==> src/rtl/dmem_bus_if.sv <==
// Data-memory bus between the Stage 2 access unit and data memory.
// Request channel : mem_req_valid / mem_req_ready handshake carrying
//                   mem_addr, mem_we, mem_wmask, mem_wdata.
// Response channel: mem_resp_valid qualifies mem_rdata (loads only).
// The master modport belongs to the access unit; the slave modport belongs to memory.
interface dmem_bus_if;
   logic        mem_req_valid;
   logic        mem_req_ready;
   logic [31:0] mem_addr;
   logic        mem_we;
   logic [3:0]  mem_wmask;
   logic [31:0] mem_wdata;
   logic        mem_resp_valid;
   logic [31:0] mem_rdata;

   modport master (
      output mem_req_valid, mem_addr, mem_we, mem_wmask, mem_wdata,
      input  mem_req_ready, mem_resp_valid, mem_rdata
   );

   modport slave (
      input  mem_req_valid, mem_addr, mem_we, mem_wmask, mem_wdata,
      output mem_req_ready, mem_resp_valid, mem_rdata
   );
endinterface

==> src/rtl/dmem_access_unit.sv <==
// Stage 2 data-memory access unit.
// Decodes the Stage 2 instruction, issues one aligned load or store per
// instruction over the request channel, waits for the load response, and
// stalls the pipeline until the access finishes. The captured load word is
// handed to Stage 3 unshifted on raw_dmem; Stage 3 extracts bytes/halves.
// Ports:
//   clk, reset      : clock, synchronous active-high reset
//   stage2_inst     : instruction in Stage 2 (opcode and funct3 decoded here)
//   stage2_valid    : Stage 2 holds a live instruction
//   stage2_alu_out  : effective address
//   stage2_rs2      : store source data
//   bus             : data-memory bus (master side)
//   raw_dmem        : last captured load word (or ERR_DATA after a load timeout)
//   stall           : freeze PC and Stage 1/2 registers
//   misaligned      : one-cycle pulse, the cycle after a misaligned access is seen
//   bus_err         : one-cycle pulse when an access is abandoned on timeout
module dmem_access_unit #(
   parameter int          TIMEOUT_CYCLES = 64,
   parameter logic [31:0] ERR_DATA       = 32'h0000_0000
) (
   input  logic        clk,
   input  logic        reset,
   input  logic [31:0] stage2_inst,
   input  logic        stage2_valid,
   input  logic [31:0] stage2_alu_out,
   input  logic [31:0] stage2_rs2,
   dmem_bus_if.master  bus,
   output logic [31:0] raw_dmem,
   output logic        stall,
   output logic        misaligned,
   output logic        bus_err
);

   localparam int         CW       = $clog2(TIMEOUT_CYCLES) + 1;
   localparam logic [6:0] OP_LOAD  = 7'b0000011;
   localparam logic [6:0] OP_STORE = 7'b0100011;

   typedef enum logic [1:0] {IDLE, REQ, WAIT, DONE} state_t;

   state_t        state;
   state_t        next_state;

   logic [6:0]    opcode;
   logic [2:0]    funct3;
   logic [1:0]    size;
   logic          is_load;
   logic          is_store;
   logic          is_mem;
   logic          mis_det;
   logic          trigger;

   logic [3:0]    fmt_wmask;
   logic [31:0]   fmt_wdata;

   logic [CW-1:0] tmo_cnt;
   logic          expired;

   logic          req_valid;
   logic          take_resp;
   logic          timeout;

   logic [31:0]   addr_q;
   logic          we_q;
   logic [3:0]    wmask_q;
   logic [31:0]   wdata_q;

   logic          unused_inst_bits;

   assign unused_inst_bits = ^{stage2_inst[31:15], stage2_inst[11:7]};

   // Decode the Stage 2 instruction into load/store, access size and
   // alignment. Illegal funct3 values fall out as non-memory instructions,
   // so they never stall and never flag misalignment. A trigger is only
   // possible from IDLE, which is what keeps DONE from re-issuing the same
   // instruction while the pipeline advances past it.
   always_comb begin
      opcode   = stage2_inst[6:0];
      funct3   = stage2_inst[14:12];
      size     = funct3[1:0];
      is_load  = 1'b0;
      is_store = 1'b0;
      mis_det  = 1'b0;
      if (opcode == OP_LOAD) begin
         case (funct3)
            3'd0, 3'd1, 3'd2, 3'd4, 3'd5: is_load = 1'b1;
            default:                      is_load = 1'b0;
         endcase
      end
      if (opcode == OP_STORE) begin
         case (funct3)
            3'd0, 3'd1, 3'd2: is_store = 1'b1;
            default:          is_store = 1'b0;
         endcase
      end
      is_mem = is_load | is_store;
      case (size)
         2'd1:    mis_det = stage2_alu_out[0];
         2'd2:    mis_det = (stage2_alu_out[1:0] != 2'b00);
         default: mis_det = 1'b0;
      endcase
      trigger = (state == IDLE) && stage2_valid && is_mem && !mis_det;
   end

   // Store formatting: the byte/half is replicated across every lane and
   // the write mask selects the lane(s) chosen by the low address bits.
   // Loads never write, so their mask and data are zero.
   always_comb begin
      fmt_wmask = 4'b0000;
      fmt_wdata = 32'h0000_0000;
      if (is_store) begin
         case (size)
            2'd0: begin
               fmt_wmask = 4'b0001 << stage2_alu_out[1:0];
               fmt_wdata = {4{stage2_rs2[7:0]}};
            end
            2'd1: begin
               fmt_wmask = 4'b0011 << stage2_alu_out[1:0];
               fmt_wdata = {2{stage2_rs2[15:0]}};
            end
            default: begin
               fmt_wmask = 4'hF;
               fmt_wdata = stage2_rs2;
            end
         endcase
      end
   end

   assign expired = (tmo_cnt >= CW'(TIMEOUT_CYCLES - 1));

   // State register for the access sequencer.
   always_ff @(posedge clk) begin
      if (reset) begin
         state <= IDLE;
      end else begin
         state <= next_state;
      end
   end

   // Next-state and control decode. A handshake or a response seen in the
   // expiry cycle completes normally; the timeout only fires when neither
   // arrived. Responses are ignored outside WAIT, including the handshake
   // cycle itself.
   always_comb begin
      next_state = state;
      stall      = 1'b0;
      req_valid  = 1'b0;
      take_resp  = 1'b0;
      timeout    = 1'b0;
      case (state)
         IDLE: begin
            if (trigger) begin
               stall      = 1'b1;
               next_state = REQ;
            end
         end
         REQ: begin
            stall     = 1'b1;
            req_valid = 1'b1;
            if (bus.mem_req_ready) begin
               next_state = we_q ? DONE : WAIT;
            end else if (expired) begin
               timeout    = 1'b1;
               next_state = DONE;
            end
         end
         WAIT: begin
            stall = 1'b1;
            if (bus.mem_resp_valid) begin
               take_resp  = 1'b1;
               next_state = DONE;
            end else if (expired) begin
               timeout    = 1'b1;
               next_state = DONE;
            end
         end
         DONE: begin
            next_state = IDLE;
         end
         default: begin
            next_state = IDLE;
         end
      endcase
   end

   // Request fields are captured on the trigger and held untouched until
   // the next trigger, so they stay stable for the whole REQ phase. The
   // timeout counter restarts on each trigger and counts REQ/WAIT cycles.
   // raw_dmem only moves on a completed or abandoned load.
   always_ff @(posedge clk) begin
      if (reset) begin
         addr_q     <= 32'h0000_0000;
         we_q       <= 1'b0;
         wmask_q    <= 4'b0000;
         wdata_q    <= 32'h0000_0000;
         tmo_cnt    <= '0;
         raw_dmem   <= 32'h0000_0000;
         misaligned <= 1'b0;
         bus_err    <= 1'b0;
      end else begin
         misaligned <= (state == IDLE) && stage2_valid && is_mem && mis_det;
         bus_err    <= timeout;
         if (trigger) begin
            addr_q  <= {stage2_alu_out[31:2], 2'b00};
            we_q    <= is_store;
            wmask_q <= fmt_wmask;
            wdata_q <= fmt_wdata;
            tmo_cnt <= '0;
         end else if ((state == REQ) || (state == WAIT)) begin
            tmo_cnt <= tmo_cnt + CW'(1);
         end
         if (take_resp) begin
            raw_dmem <= bus.mem_rdata;
         end else if (timeout && !we_q) begin
            raw_dmem <= ERR_DATA;
         end
      end
   end

   assign bus.mem_req_valid = req_valid;
   assign bus.mem_addr      = addr_q;
   assign bus.mem_we        = we_q;
   assign bus.mem_wmask     = wmask_q;
   assign bus.mem_wdata     = wdata_q;

endmodule

==> src/flat_wrapper.sv <==
// flat-port wrapper written by rule: the top's interface ports become plain ports
module dmem_access_unit_flat 
#(
   parameter int          TIMEOUT_CYCLES = 64,
   parameter logic [31:0] ERR_DATA       = 32'h0000_0000
)
  (clk, reset, stage2_inst, stage2_valid, stage2_alu_out, stage2_rs2, raw_dmem, stall, misaligned, bus_err, bus_mem_req_valid, bus_mem_addr, bus_mem_we, bus_mem_wmask, bus_mem_wdata, bus_mem_req_ready, bus_mem_resp_valid, bus_mem_rdata);
  dmem_bus_if bus_i ();
  input  logic clk;
  input  logic reset;
  input  logic [31:0] stage2_inst;
  input  logic stage2_valid;
  input  logic [31:0] stage2_alu_out;
  input  logic [31:0] stage2_rs2;
  output logic [31:0] raw_dmem;
  output logic stall;
  output logic misaligned;
  output logic bus_err;
  output wire logic [$bits(bus_i.mem_req_valid)-1:0] bus_mem_req_valid;
  output wire logic [$bits(bus_i.mem_addr)-1:0] bus_mem_addr;
  output wire logic [$bits(bus_i.mem_we)-1:0] bus_mem_we;
  output wire logic [$bits(bus_i.mem_wmask)-1:0] bus_mem_wmask;
  output wire logic [$bits(bus_i.mem_wdata)-1:0] bus_mem_wdata;
  input wire logic [$bits(bus_i.mem_req_ready)-1:0] bus_mem_req_ready;
  input wire logic [$bits(bus_i.mem_resp_valid)-1:0] bus_mem_resp_valid;
  input wire logic [$bits(bus_i.mem_rdata)-1:0] bus_mem_rdata;
  assign bus_mem_req_valid = bus_i.mem_req_valid;
  assign bus_mem_addr = bus_i.mem_addr;
  assign bus_mem_we = bus_i.mem_we;
  assign bus_mem_wmask = bus_i.mem_wmask;
  assign bus_mem_wdata = bus_i.mem_wdata;
  assign bus_i.mem_req_ready = bus_mem_req_ready;
  assign bus_i.mem_resp_valid = bus_mem_resp_valid;
  assign bus_i.mem_rdata = bus_mem_rdata;
  dmem_access_unit #(.TIMEOUT_CYCLES(TIMEOUT_CYCLES), .ERR_DATA(ERR_DATA)) u_core (.clk(clk), .reset(reset), .stage2_inst(stage2_inst), .stage2_valid(stage2_valid), .stage2_alu_out(stage2_alu_out), .stage2_rs2(stage2_rs2), .bus(bus_i), .raw_dmem(raw_dmem), .stall(stall), .misaligned(misaligned), .bus_err(bus_err));
endmodule
==> config.mk <==
export PLATFORM = sky130hd
export DESIGN_NAME = dmem_access_unit_flat
export DESIGN_NICKNAME = d
export VERILOG_FILES = /design/src/rtl/dmem_bus_if.sv /design/src/rtl/dmem_access_unit.sv /design/src/flat_wrapper.sv
export SDC_FILE = /design/constraint.sdc
export NUM_CORES = 1
export LEC_CHECK = 0
export BUFFER_PORTS_ARGS = -buffer_cell sky130_fd_sc_hd__buf_2
export CORE_ASPECT_RATIO = 0.6
export CORE_UTILIZATION = 40
export CTS_CLUSTER_SIZE = 28
export DETAILED_ROUTE_END_ITERATION = 8
export HOLD_SLACK_MARGIN = 0.08
export PLACE_DENSITY = 0.73
export SETUP_SLACK_MARGIN = 0.05
export SYNTH_ARGS = -nofsm -noshare
export SYNTH_HDL_FRONTEND = slang
export SYNTH_SLANG_ARGS = --single-unit
==> constraint.sdc <==
create_clock -name clk -period 2.6 [get_ports clk]
set_clock_uncertainty 0.05 [all_clocks]
set_input_delay 0.52 -clock clk [delete_from_list [all_inputs] [get_ports clk]]
set_output_delay 0.52 -clock clk [all_outputs]
set_load 0.01 [all_outputs]
==> impl_metrics.env, run 1 <==
export IMPL_p_total_mw=3.338
export IMPL_hp_start="bus_mem_rdata[1]"
export IMPL_dr_wl_met2_mm=5.334
export IMPL_globalRouteTotalUtil_pct=20.34
export IMPL_drv_slew=0
export IMPL_postRouteAntennaNets=0
export IMPL_hpwl_mm=8.720
export IMPL_wl_met3_um=836
export IMPL_io_pins=238
export IMPL_worstSetupPathType="in -> out"
export IMPL_final_util_pct=57.52
export IMPL_via_count=3945
export IMPL_r2r_end="u_core.bus.mem_wdata[2]"
export IMPL_switching_power_mw=0.7656
export IMPL_setup_violations_final=0
export IMPL_clkPwrFrac_pct=40.9
export IMPL_drtIter0Drc=181
export IMPL_hold_class="in -> reg"
export IMPL_initial_core_util_pct=42.07
export IMPL_gp_congestion=0.8478
export IMPL_r2r_cells=10
export IMPL_core_sq_mm=0.01005
export IMPL_ys_seq_area_share_pct=52.06
export IMPL_clock_latency_ns=0.34
export IMPL_async_reset_ff_share_pct=0
export IMPL_rsz0062_at_grt="no"
export IMPL_hold_end="u_core.raw_dmem[1]"
export IMPL_status="complete, no violations"
export IMPL_grt_ovfl_total=0
export IMPL_die_w_um=134.8
export IMPL_synth_fa_ha_area_share_pct=2.958
export IMPL_synth_top_family_by_area="compound AO/OA/AOI/OAI gates"
export IMPL_antenna_found_initial=0
export IMPL_die_y_um=81.66
export IMPL_combinationalPowerShare_pct=8.4
export IMPL_arrival_ns=1.89
export IMPL_ys_seq_elements=110
export IMPL_drc_errors=0
export IMPL_fp_row_count=28
export IMPL_r2r_start="u_core.state[1]"
export IMPL_yosys_warnings=0
export IMPL_cts_sinks=110
export IMPL_slowest_delay_ns=0.50
export IMPL_swShare_pct=22.93
export IMPL_start_kind="input pin"
export IMPL_path_max_fanout=5
export IMPL_r2r_slack_ns=0.35
export IMPL_worstPathRequired_ns=2.03
export IMPL_critPathBufInv=3
export IMPL_grt_pass1_wl_mm=17.71
export IMPL_synth_area_top_cells="dfxtp_1 52%, a22o_1 11%, nand2_1 5.9%, o2bb2ai_1 5.0%, a21oi_1 4.1%"
export IMPL_ir_drop_mv=0.2995
export IMPL_syn_to_final_growth_pct=36.71
export IMPL_syn_inst=433
export IMPL_post_synth_top_count_cell="dfxtp_1"
export IMPL_antenna_cells=0
export IMPL_place_area_sq_mm=0.005460
export IMPL_grt_pass1_vias=3680
export IMPL_ctsHoldBuffers=0
export IMPL_synth_mux_area_share_pct=1.656
export IMPL_clkTransAtPathRegs_ns=0.07
export IMPL_drive_gt1_share_pct=40.43
export IMPL_path_cells="buf_2 -> inv_1 -> ha_2 -> or3b_2 -> o311ai_4 -> nor3_4 -> nor2_4 -> nor2_2 -> buf_2"
export IMPL_fmax_mhz=406.0
export IMPL_fin_area_sq_mm=0.005783
export IMPL_ys_types=43
export IMPL_finalHoldViolCount=0
export IMPL_clock_path_buffers=2
export IMPL_regArea_sq_mm=0.002202
export IMPL_worstSetupStartpoint="stage2_inst[13]"
export IMPL_die_area_sq_mm=0.01100
export IMPL_period_needed_ns=2.463
export IMPL_cap_violations=0
export IMPL_grt_start_max_net_pins=38
export IMPL_leakagePower_nw=2.723
export IMPL_top_layer="met4"
export IMPL_synth_xor_area_share_pct=1.242
export IMPL_port_buffers=213
export IMPL_power_density_mw_per_mm2=577.2
export IMPL_syn_area_per_cell_sq_um=9.770
export IMPL_synthFlopType="dfxtp_1"
export IMPL_synth_top_area_share_pct=52.06
export IMPL_internal_power_mw=2.573
export IMPL_drt_total_wl_mm=11.46
export IMPL_synth_edf_count=0
export IMPL_post_drt_wl_per_cell_um=14.63
export IMPL_nNetsFinal=786
export IMPL_multi_input_area_sq_mm=0.001889
export IMPL_cts_tree="built"
export IMPL_path_common_cell="buf_2"
export IMPL_endpoint_kind="output port"
export IMPL_vias_per_cell=5.038
export IMPL_power_frac_seq_pct=50.8
export IMPL_first_pass_iters=4
export IMPL_cts_root_buffer="clkbuf_16"
export IMPL_n_fill_cell=900
export IMPL_synthSimpleGateAreaFrac_pct=14.02
export IMPL_synth_common_cells="110 x dfxtp_1, 67 x nand2_1, 51 x a22o_1, 35 x a21oi_1, 31 x nor2_1"
export IMPL_crit_family="simple AND/OR/NAND/NOR gates"
export IMPL_tns_ns=0
export IMPL_crit_slowest_cell="or3b_2"
export IMPL_ctsHtreeMaxLevel=3
export IMPL_cts_buffers=9
export IMPL_synth_top_cell_by_area="dfxtp_1"
export IMPL_netlist_area_sq_mm=0.004230
export IMPL_finalCritPeriodShare_pct=94.74
export IMPL_wl_met1_mm=5.179
export IMPL_min_path_cells=2
export IMPL_synth_compound_area_share_pct=23.43
[per-stage QoR]
step	setup WS (ns)	hold slack [ns]	instances
final	0.1367	0.3325	783
after global routing	0.05608	0.3174	783
after CTS	0.06673	0.3165	783
after detailed placement	-0.006911	0.3911	766
after global placement	0.06786	0.3821	766
after floorplan	0.06007	0.4288	434
[worst max path at each step]
| stage | slack [ns] | cells past startpoint | to |
|---|---|---|---|
| 6_report | 0.14 | 9 | stall |
| 5_1_grt | 0.06 | 8 | stall |
| 4_1_cts | 0.07 | 9 | stall |
| 3_5_place_dp | -0.007 | 9 | u_core.tmo_cnt[4] |
| 3_3_place_gp | 0.07 | 9 | u_core.tmo_cnt[6] |
| 2_1_floorplan | 0.06 | 10 | stall |
[area by class of cell]
class | instances | share of cell area, %
Inverter | 5 | 0.3245
Sequential cell | 110 | 38.08
Clock inverter | 6 | 1.190
Tap cell | 135 | 2.921
Timing Repair Buffer | 230 | 20.86
Multi-Input combinational cell | 287 | 32.67
Clock buffer | 10 | 3.959
[timing repair]
| item | 4_1_cts | 5_1_grt |
|---|---|---|
| endpoints found under the setup margin | 1 | 1 |
| pin swaps | 1 | 2 |
| buffers inserted | 1 | 0 |
| endpoints found under the hold margin | 0 | 0 |
| gates resized for setup | 2 | 3 |
[placed cells by master (no fill, tap or decap), types with 8 or more instances in the layout]
cell type / Yosys / routed
a21oi_1: 35 / 35
a22o_1: 51 / 51
o21ai_1: 8 / 8
nor2_1: 31 / 28
o2bb2ai_1: 24 / 24
clkbuf_16: 0 / 9
buf_2: 1 / 213
nand2_1: 67 / 66
dfxtp_1: 110 / 110
buf_4: 8 / 16
[per-layer routing]
| layer | track usage (%) | vias to the layer above |
|---|---|---|
| met1 | 26.09 | 1827 |
| met5 | 0 | - |
| met3 | 5.370 | 12 |
| li1 | - | 1952 |
| met2 | 34.28 | 154 |
| met4 | 5.281 | 0 |
[cell families (layout without fill, tap and decap cells)]
group / after synthesis / in the layout
adder cells (fa/ha/maj): 10 / 10
other: 1 / 2
flip-flops: 110 / 110
multiplexers: 7 / 7
XOR/XNOR: 6 / 6
buffers and inverters: 37 / 251
AND/OR/NAND/NOR: 130 / 130
AO/OA/AOI/OAI: 132 / 132
[sequential cells by signal, indices dropped and copies added, names as in the netlist, 2 cells and up]
| name | count |
|---|---|
| u_core.bus.mem_wdata | 32 |
| u_core.raw_dmem | 32 |
| u_core.bus.mem_addr | 30 |
| u_core.tmo_cnt | 7 |
| u_core.bus.mem_wmask | 4 |
| u_core.state | 2 |
[power by group through the flow]
stage          registers (mW)  logic (mW)  clock network [mW]
2_1_floorplan            1.73       0.139                   0
3_5_place_dp             1.73       0.272                   0
4_1_cts                  1.69       0.277                1.41
6_report                 1.69       0.279                1.36
5_1_grt                  1.70       0.306                1.48
3_3_place_gp             1.73       0.265                   0
[worst reg2reg max path, stage by stage (launching register included)]
cell and delay [ns]:
dfxtp_1 0.35, inv_1 0.15, ha_4 0.18, and4_1 0.21, nand2_1 0.13, nor3_4 0.22
buf_4 0.15, buf_4 0.20, nor2_4 0.05, buf_12 0.18, a22o_1 0.26
Power figures use the tool's default switching activity.
==> run 2, diff against run 1 <==
--- a/config.mk
+++ b/config.mk
@@ -6,7 +6,6 @@
 export NUM_CORES = 1
 export LEC_CHECK = 0
 export BUFFER_PORTS_ARGS = -buffer_cell sky130_fd_sc_hd__buf_2
-export CORE_ASPECT_RATIO = 0.6
 export CORE_UTILIZATION = 40
 export CTS_CLUSTER_SIZE = 28
 export DETAILED_ROUTE_END_ITERATION = 8
==> impl_metrics.env, run 2 (synthesis gave the netlist of run 1 again) <==
export IMPL_antenna_found_initial=0
export IMPL_r2r_start="u_core.state[0]"
export IMPL_min_path_cells=2
export IMPL_mostFrequentLayoutCell="buf_2"
export IMPL_r2r_end="u_core.state[0]"
export IMPL_final_cell_mix="213 x buf_2, 110 x dfxtp_1, 66 x nand2_1"
export IMPL_path_max_fanout=5
export IMPL_hpwl_mm=7.960
export IMPL_clock_latency_ns=0.36
export IMPL_slowest_delay_ns=0.51
export IMPL_n_fill_cell=947
export IMPL_fin_hold_ws_ns=0.3085
export IMPL_arrival_ns=1.89
export IMPL_cts_root_buffer="clkbuf_8"
export IMPL_die_area_sq_mm=0.01099
export IMPL_endpoint_kind="output port"
export IMPL_drc_errors=0
export IMPL_ctsHtreeMaxLevel=3
export IMPL_path_common_cell="buf_2"
export IMPL_drv_slew=0
export IMPL_die_w_um=104.8
export IMPL_globalRouteTotalUtil_pct=18.93
export IMPL_drive_gt1_share_pct=40.71
export IMPL_grt_start_max_net_pins=40
export IMPL_cts_buffers=9
export IMPL_clock_path_buffers=2
export IMPL_period_needed_ns=2.464
export IMPL_antenna_cells=0
export IMPL_regArea_sq_mm=0.002202
export IMPL_ir_drop_mv=0.3320
export IMPL_worstSetupPathType="in -> out"
export IMPL_tns_ns=0
export IMPL_initial_core_util_pct=41.16
export IMPL_rsz0062_at_grt="no"
export IMPL_status="complete, no violations"
export IMPL_ctsHoldBuffers=0
export IMPL_drtIter0Drc=209
export IMPL_r2r_slack_ns=0.40
export IMPL_grt_pass1_vias=3607
export IMPL_io_pins=238
export IMPL_finalCritPeriodShare_pct=94.75
export IMPL_first_pass_iters=4
export IMPL_setup_violations_final=0
export IMPL_clkTransAtPathRegs_ns=0.10
export IMPL_hold_end="u_core.raw_dmem[20]"
export IMPL_cap_violations=0
export IMPL_die_y_um=104.8
export IMPL_fmax_mhz=405.9
export IMPL_via_count=3899
export IMPL_cts_sinks=110
export IMPL_syn_to_final_growth_pct=36.35
export IMPL_core_sq_mm=0.01028
export IMPL_hold_class="in -> reg"
export IMPL_finalHoldViolCount=0
export IMPL_start_kind="input pin"
export IMPL_leakagePower_nw=2.726
export IMPL_postRouteAntennaNets=0
export IMPL_crit_slowest_cell="or3b_2"
export IMPL_worstPathRequired_ns=2.03
export IMPL_vias_per_cell=4.954
export IMPL_hp_start="bus_mem_rdata[20]"
export IMPL_cts_tree="built"
export IMPL_path_cells="buf_2 -> inv_1 -> ha_1 -> or3b_2 -> o311ai_4 -> nor3_4 -> nor2_4 -> nor2_2 -> buf_2"
export IMPL_nNetsFinal=789
export IMPL_drt_total_wl_mm=10.70
export IMPL_grt_pass1_wl_mm=16.77
export IMPL_multi_input_area_sq_mm=0.001887
export IMPL_port_buffers=213
export IMPL_power_density_mw_per_mm2=563.9
export IMPL_grt_ovfl_total=0
export IMPL_fp_row_count=37
export IMPL_post_drt_wl_per_cell_um=13.59
export IMPL_gp_congestion=0.8122
export IMPL_p_total_mw=3.253
export IMPL_r2r_cells=7
run 2: repair_timing:
item                       4_1_cts  5_1_grt
pin swaps                        1        2
resized for setup                2        3
buffers inserted                 0        1
setup endpoints to repair        1        1
run 2: critical path, delay by kind of cell:
kind | cells | cell delay (ns)
adder cells (fa/ha/maj) | 1 | 0.25
AND/OR/NAND/NOR | 4 | 0.72
AO/OA/AOI/OAI | 1 | 0.10
buffers and inverters | 3 | 0.30
run 2: area by class of cell:
type | instances | area share (%)
clock buffer | 10 | 2.213
sequential | 110 | 38.18
inverter | 5 | 0.3254
timing repair buffer | 233 | 21.30
tap | 136 | 2.950
multi-input combinational | 287 | 32.71
clock inverter | 6 | 2.321
run 2: how the worst max path moves through the flow:
stage | from | endpoint | slack (ns) | cells past startpoint
2_1_floorplan | stage2_inst[13] | stall | 0.06 | 10
3_3_place_gp | stage2_inst[13] | stall | 0.11 | 9
3_5_place_dp | stage2_inst[13] | u_core.bus.mem_addr[11] | 0.02 | 9
4_1_cts | u_core.state[0] | stall | 0.06 | 8
5_1_grt | stage2_inst[13] | stall | 0.05 | 9
6_report | stage2_inst[13] | stall | 0.14 | 9
run 2: layer usage:
| metal | vias to the layer above | global-route usage, % | wire (um) |
|---|---|---|---|
| met5 | - | 0 | 0 |
| met4 | 0 | 8.551 | 219 |
| met3 | 16 | 5.178 | 879 |
| met2 | 167 | 32.69 | 5066 |
| met1 | 1755 | 21.78 | 4530 |
| li1 | 1961 | - | - |
run 2: power by group:
group          internal, mW  switching, mW  leakage [nW]
logic                 0.133          0.144          1.71
registers              1.69        0.00567         0.886
clock network         0.737          0.545         0.130
total                  2.56          0.694          2.73
run 2: stage by stage:
| stage | worst slack [ns] | cells | cell area [sq um] | utilization, % |
|---|---|---|---|---|
| global route | 0.05176 | 787 | 5768 | 56.12 |
| detailed placement | 0.01520 | 770 | 5484 | 53.36 |
| CTS | 0.05640 | 786 | 5758 | 56.03 |
| floorplan | 0.06007 | 434 | 4270 | - |
| global placement | 0.1068 | 770 | 5484 | 53.36 |
| finish | 0.1365 | 787 | 5768 | 56.12 |
==> run 3, diff against run 2 <==
--- a/config.mk
+++ b/config.mk
@@ -5,12 +5,13 @@
 export SDC_FILE = /design/constraint.sdc
 export NUM_CORES = 1
 export LEC_CHECK = 0
-export BUFFER_PORTS_ARGS = -buffer_cell sky130_fd_sc_hd__buf_2
-export CORE_UTILIZATION = 40
+export CORE_AREA = 2 2 93 95
 export CTS_CLUSTER_SIZE = 28
 export DETAILED_ROUTE_END_ITERATION = 8
+export DIE_AREA = 0 0 95 97
+export DONT_BUFFER_PORTS = 1
 export HOLD_SLACK_MARGIN = 0.08
-export PLACE_DENSITY = 0.73
+export PLACE_DENSITY = 0.66
 export SETUP_SLACK_MARGIN = 0.05
 export SYNTH_ARGS = -nofsm -noshare
 export SYNTH_HDL_FRONTEND = slang
==> impl_metrics.env, run 3 (synthesis gave the netlist of run 1 again) <==
export IMPL_status="complete, no violations"
export IMPL_r2r_slack_ns=0.44
export IMPL_antenna_cells=0
export IMPL_drv_slew=0
export IMPL_switching_power_mw=0.7298
export IMPL_p_total_mw=2.868
export IMPL_hpwl_mm=7.000
export IMPL_core_sq_mm=0.008134
export IMPL_relSlewSlack_pct=21.24
export IMPL_leakagePower_nw=1.653
export IMPL_crit_cells=7
export IMPL_grt_ovfl_total=0
export IMPL_vias_per_cell=5.865
export IMPL_hold_class="in -> reg"
export IMPL_cts_tree="built"
export IMPL_combinationalPowerShare_pct=5.7
export IMPL_final_cell_mix="109 x dfxtp_1, 67 x nand2_1, 51 x a22o_1"
export IMPL_mostFrequentLayoutCell="dfxtp_1"
export IMPL_grt_start_max_net_pins=41
export IMPL_grt_pass1_vias=3102
export IMPL_clock_path_buffers=2
export IMPL_cts_buffers=9
export IMPL_path_cells="inv_2 -> ha_4 -> and4_1 -> nand2_1 -> nor3_4 -> nor2_4 -> nor2_4"
export IMPL_arrival_ns=1.81
export IMPL_fp_row_count=33
export IMPL_r2r_start="u_core.state[0]"
export IMPL_drive_gt1_share_pct=10.47
export IMPL_nNetsFinal=568
export IMPL_via_count=3138
export IMPL_ctsHtreeMaxLevel=3
export IMPL_stdcell_count=535
export IMPL_cts_sinks=110
export IMPL_path_common_cell="nor2_4"
export IMPL_crit_slowest_cell="dfxtp_1"
export IMPL_worstPathRequired_ns=2.03
export IMPL_post_drt_wl_per_cell_um=18.05
export IMPL_r2r_cells=5
export IMPL_finalHoldViolCount=0
export IMPL_initial_core_util_pct=52.01
export IMPL_worst_slew_pin_slew_ns=1.180
export IMPL_clkTransAtPathRegs_ns=0.11
export IMPL_crit_family="simple AND/OR/NAND/NOR gates"
export IMPL_die_w_um=95
export IMPL_period_needed_ns=2.384
export IMPL_ir_drop_mv=0.2536
export IMPL_rsz0062_at_grt="no"
export IMPL_cts_setup_buffers=0
export IMPL_drc_errors=0
export IMPL_drt_total_wl_mm=9.659
export IMPL_crit_path_end="stall"
export IMPL_fmax_mhz=419.4
export IMPL_power_density_mw_per_mm2=631.0
export IMPL_die_y_um=97
export IMPL_finalCritPeriodShare_pct=91.71
export IMPL_cts_root_buffer="clkbuf_8"
export IMPL_endpoint_kind="output port"
export IMPL_power_frac_seq_pct=59.1
export IMPL_slowest_delay_ns=0.36
export IMPL_clock_latency_ns=0.37
export IMPL_worstSetupPathType="reg -> out"
export IMPL_cap_violations=0
export IMPL_internal_power_mw=2.138
export IMPL_swShare_pct=25.45
export IMPL_gp_congestion=0.7487
export IMPL_antenna_found_initial=0
export IMPL_critPathBufInv=1
export IMPL_die_area_sq_mm=0.009215
export IMPL_dp_cells=519
export IMPL_port_buffers=0
export IMPL_clkPwrFrac_pct=35.2
export IMPL_postRouteAntennaNets=0
export IMPL_grt_pass1_wl_mm=15.07
export IMPL_final_util_pct=55.87
export IMPL_drtIter0Drc=65
export IMPL_start_kind="register"
export IMPL_first_pass_iters=4
export IMPL_r2r_end="u_core.raw_dmem[30]"
export IMPL_io_pins=238
export IMPL_worstSetupStartpoint="u_core.state[0]"
export IMPL_path_max_fanout=4
export IMPL_syn_to_final_growth_pct=7.424
export IMPL_setup_violations_final=0
export IMPL_globalRouteTotalUtil_pct=20.64
-- run 3: worst min-delay path by stage --
stage	start	to	slack, ns	cells after the start
4_1_cts	reset	u_core.bus.mem_addr[5]	0.13	1
3_5_place_dp	u_core.bus.mem_addr[15]	u_core.bus.mem_addr[15]	0.44	2
3_3_place_gp	u_core.bus.mem_addr[3]	u_core.bus.mem_addr[3]	0.43	2
2_1_floorplan	u_core.tmo_cnt[6]	u_core.tmo_cnt[6]	0.43	2
6_report	reset	u_core.bus_err	0.16	1
5_1_grt	reset	u_core.bus.mem_addr[4]	0.12	1
-- run 3: power groups by stage --
stage / logic (mW) / registers (mW) / clock network [mW]
2_1_floorplan: 0.139 / 1.73 / 0
3_3_place_gp: 0.154 / 1.73 / 0
3_5_place_dp: 0.158 / 1.73 / 0
4_1_cts: 0.159 / 1.70 / 1.04
5_1_grt: 0.181 / 1.70 / 1.12
6_report: 0.163 / 1.70 / 1.01
-- run 3: per-stage QoR --
| stage | TNS [ns] | cell area (sq um) | hold slack [ns] | setup WS (ns) |
|---|---|---|---|---|
| floorplan | 0 | 4270 | 0.4288 | 0.06007 |
| global placement | 0 | 4327 | 0.4327 | 0.03397 |
| detailed placement | -0.02674 | 4327 | 0.4365 | -0.02674 |
| CTS | 0 | 4526 | 0.1329 | 0.06971 |
| global route | 0 | 4544 | 0.1218 | 0.06183 |
| finish | 0 | 4544 | 0.1604 | 0.2156 |
-- run 3: cell type report --
class	count	area [sq um]
clock inverters	7	75.07
multi-input cells	287	1889
inverters	5	18.77
well taps	105	131.4
repair buffers	12	102.6
clock buffers	9	123.9
fillers	742	3590
flip-flops and latches	110	2203
-- run 3: routing by layer --
layer,wire length (um),GRT usage (%),part of all wire [%],vias up
met5,0,0,0,-
met4,212,8.138,2.2,0
met3,928,8.645,9.6,17
met2,4655,34.48,48,147
met1,3863,22.98,40,1458
li1,-,-,-,1516
-- run 3: timing repair --
action | in CTS | in global routing
gates resized for setup | 0 | 6
pin swaps | 1 | 2
gates cloned | 0 | 0
hold buffers | 0 | 0
setup endpoints to repair | 1 | 1
-- run 3: worst reg2reg max path: stages, from the launching register on --
cell     delay, ns
dfxtp_1       0.36
inv_2         0.11
ha_1          0.27
nand2_1       0.13
nor2_2        0.90
a22o_1        0.28
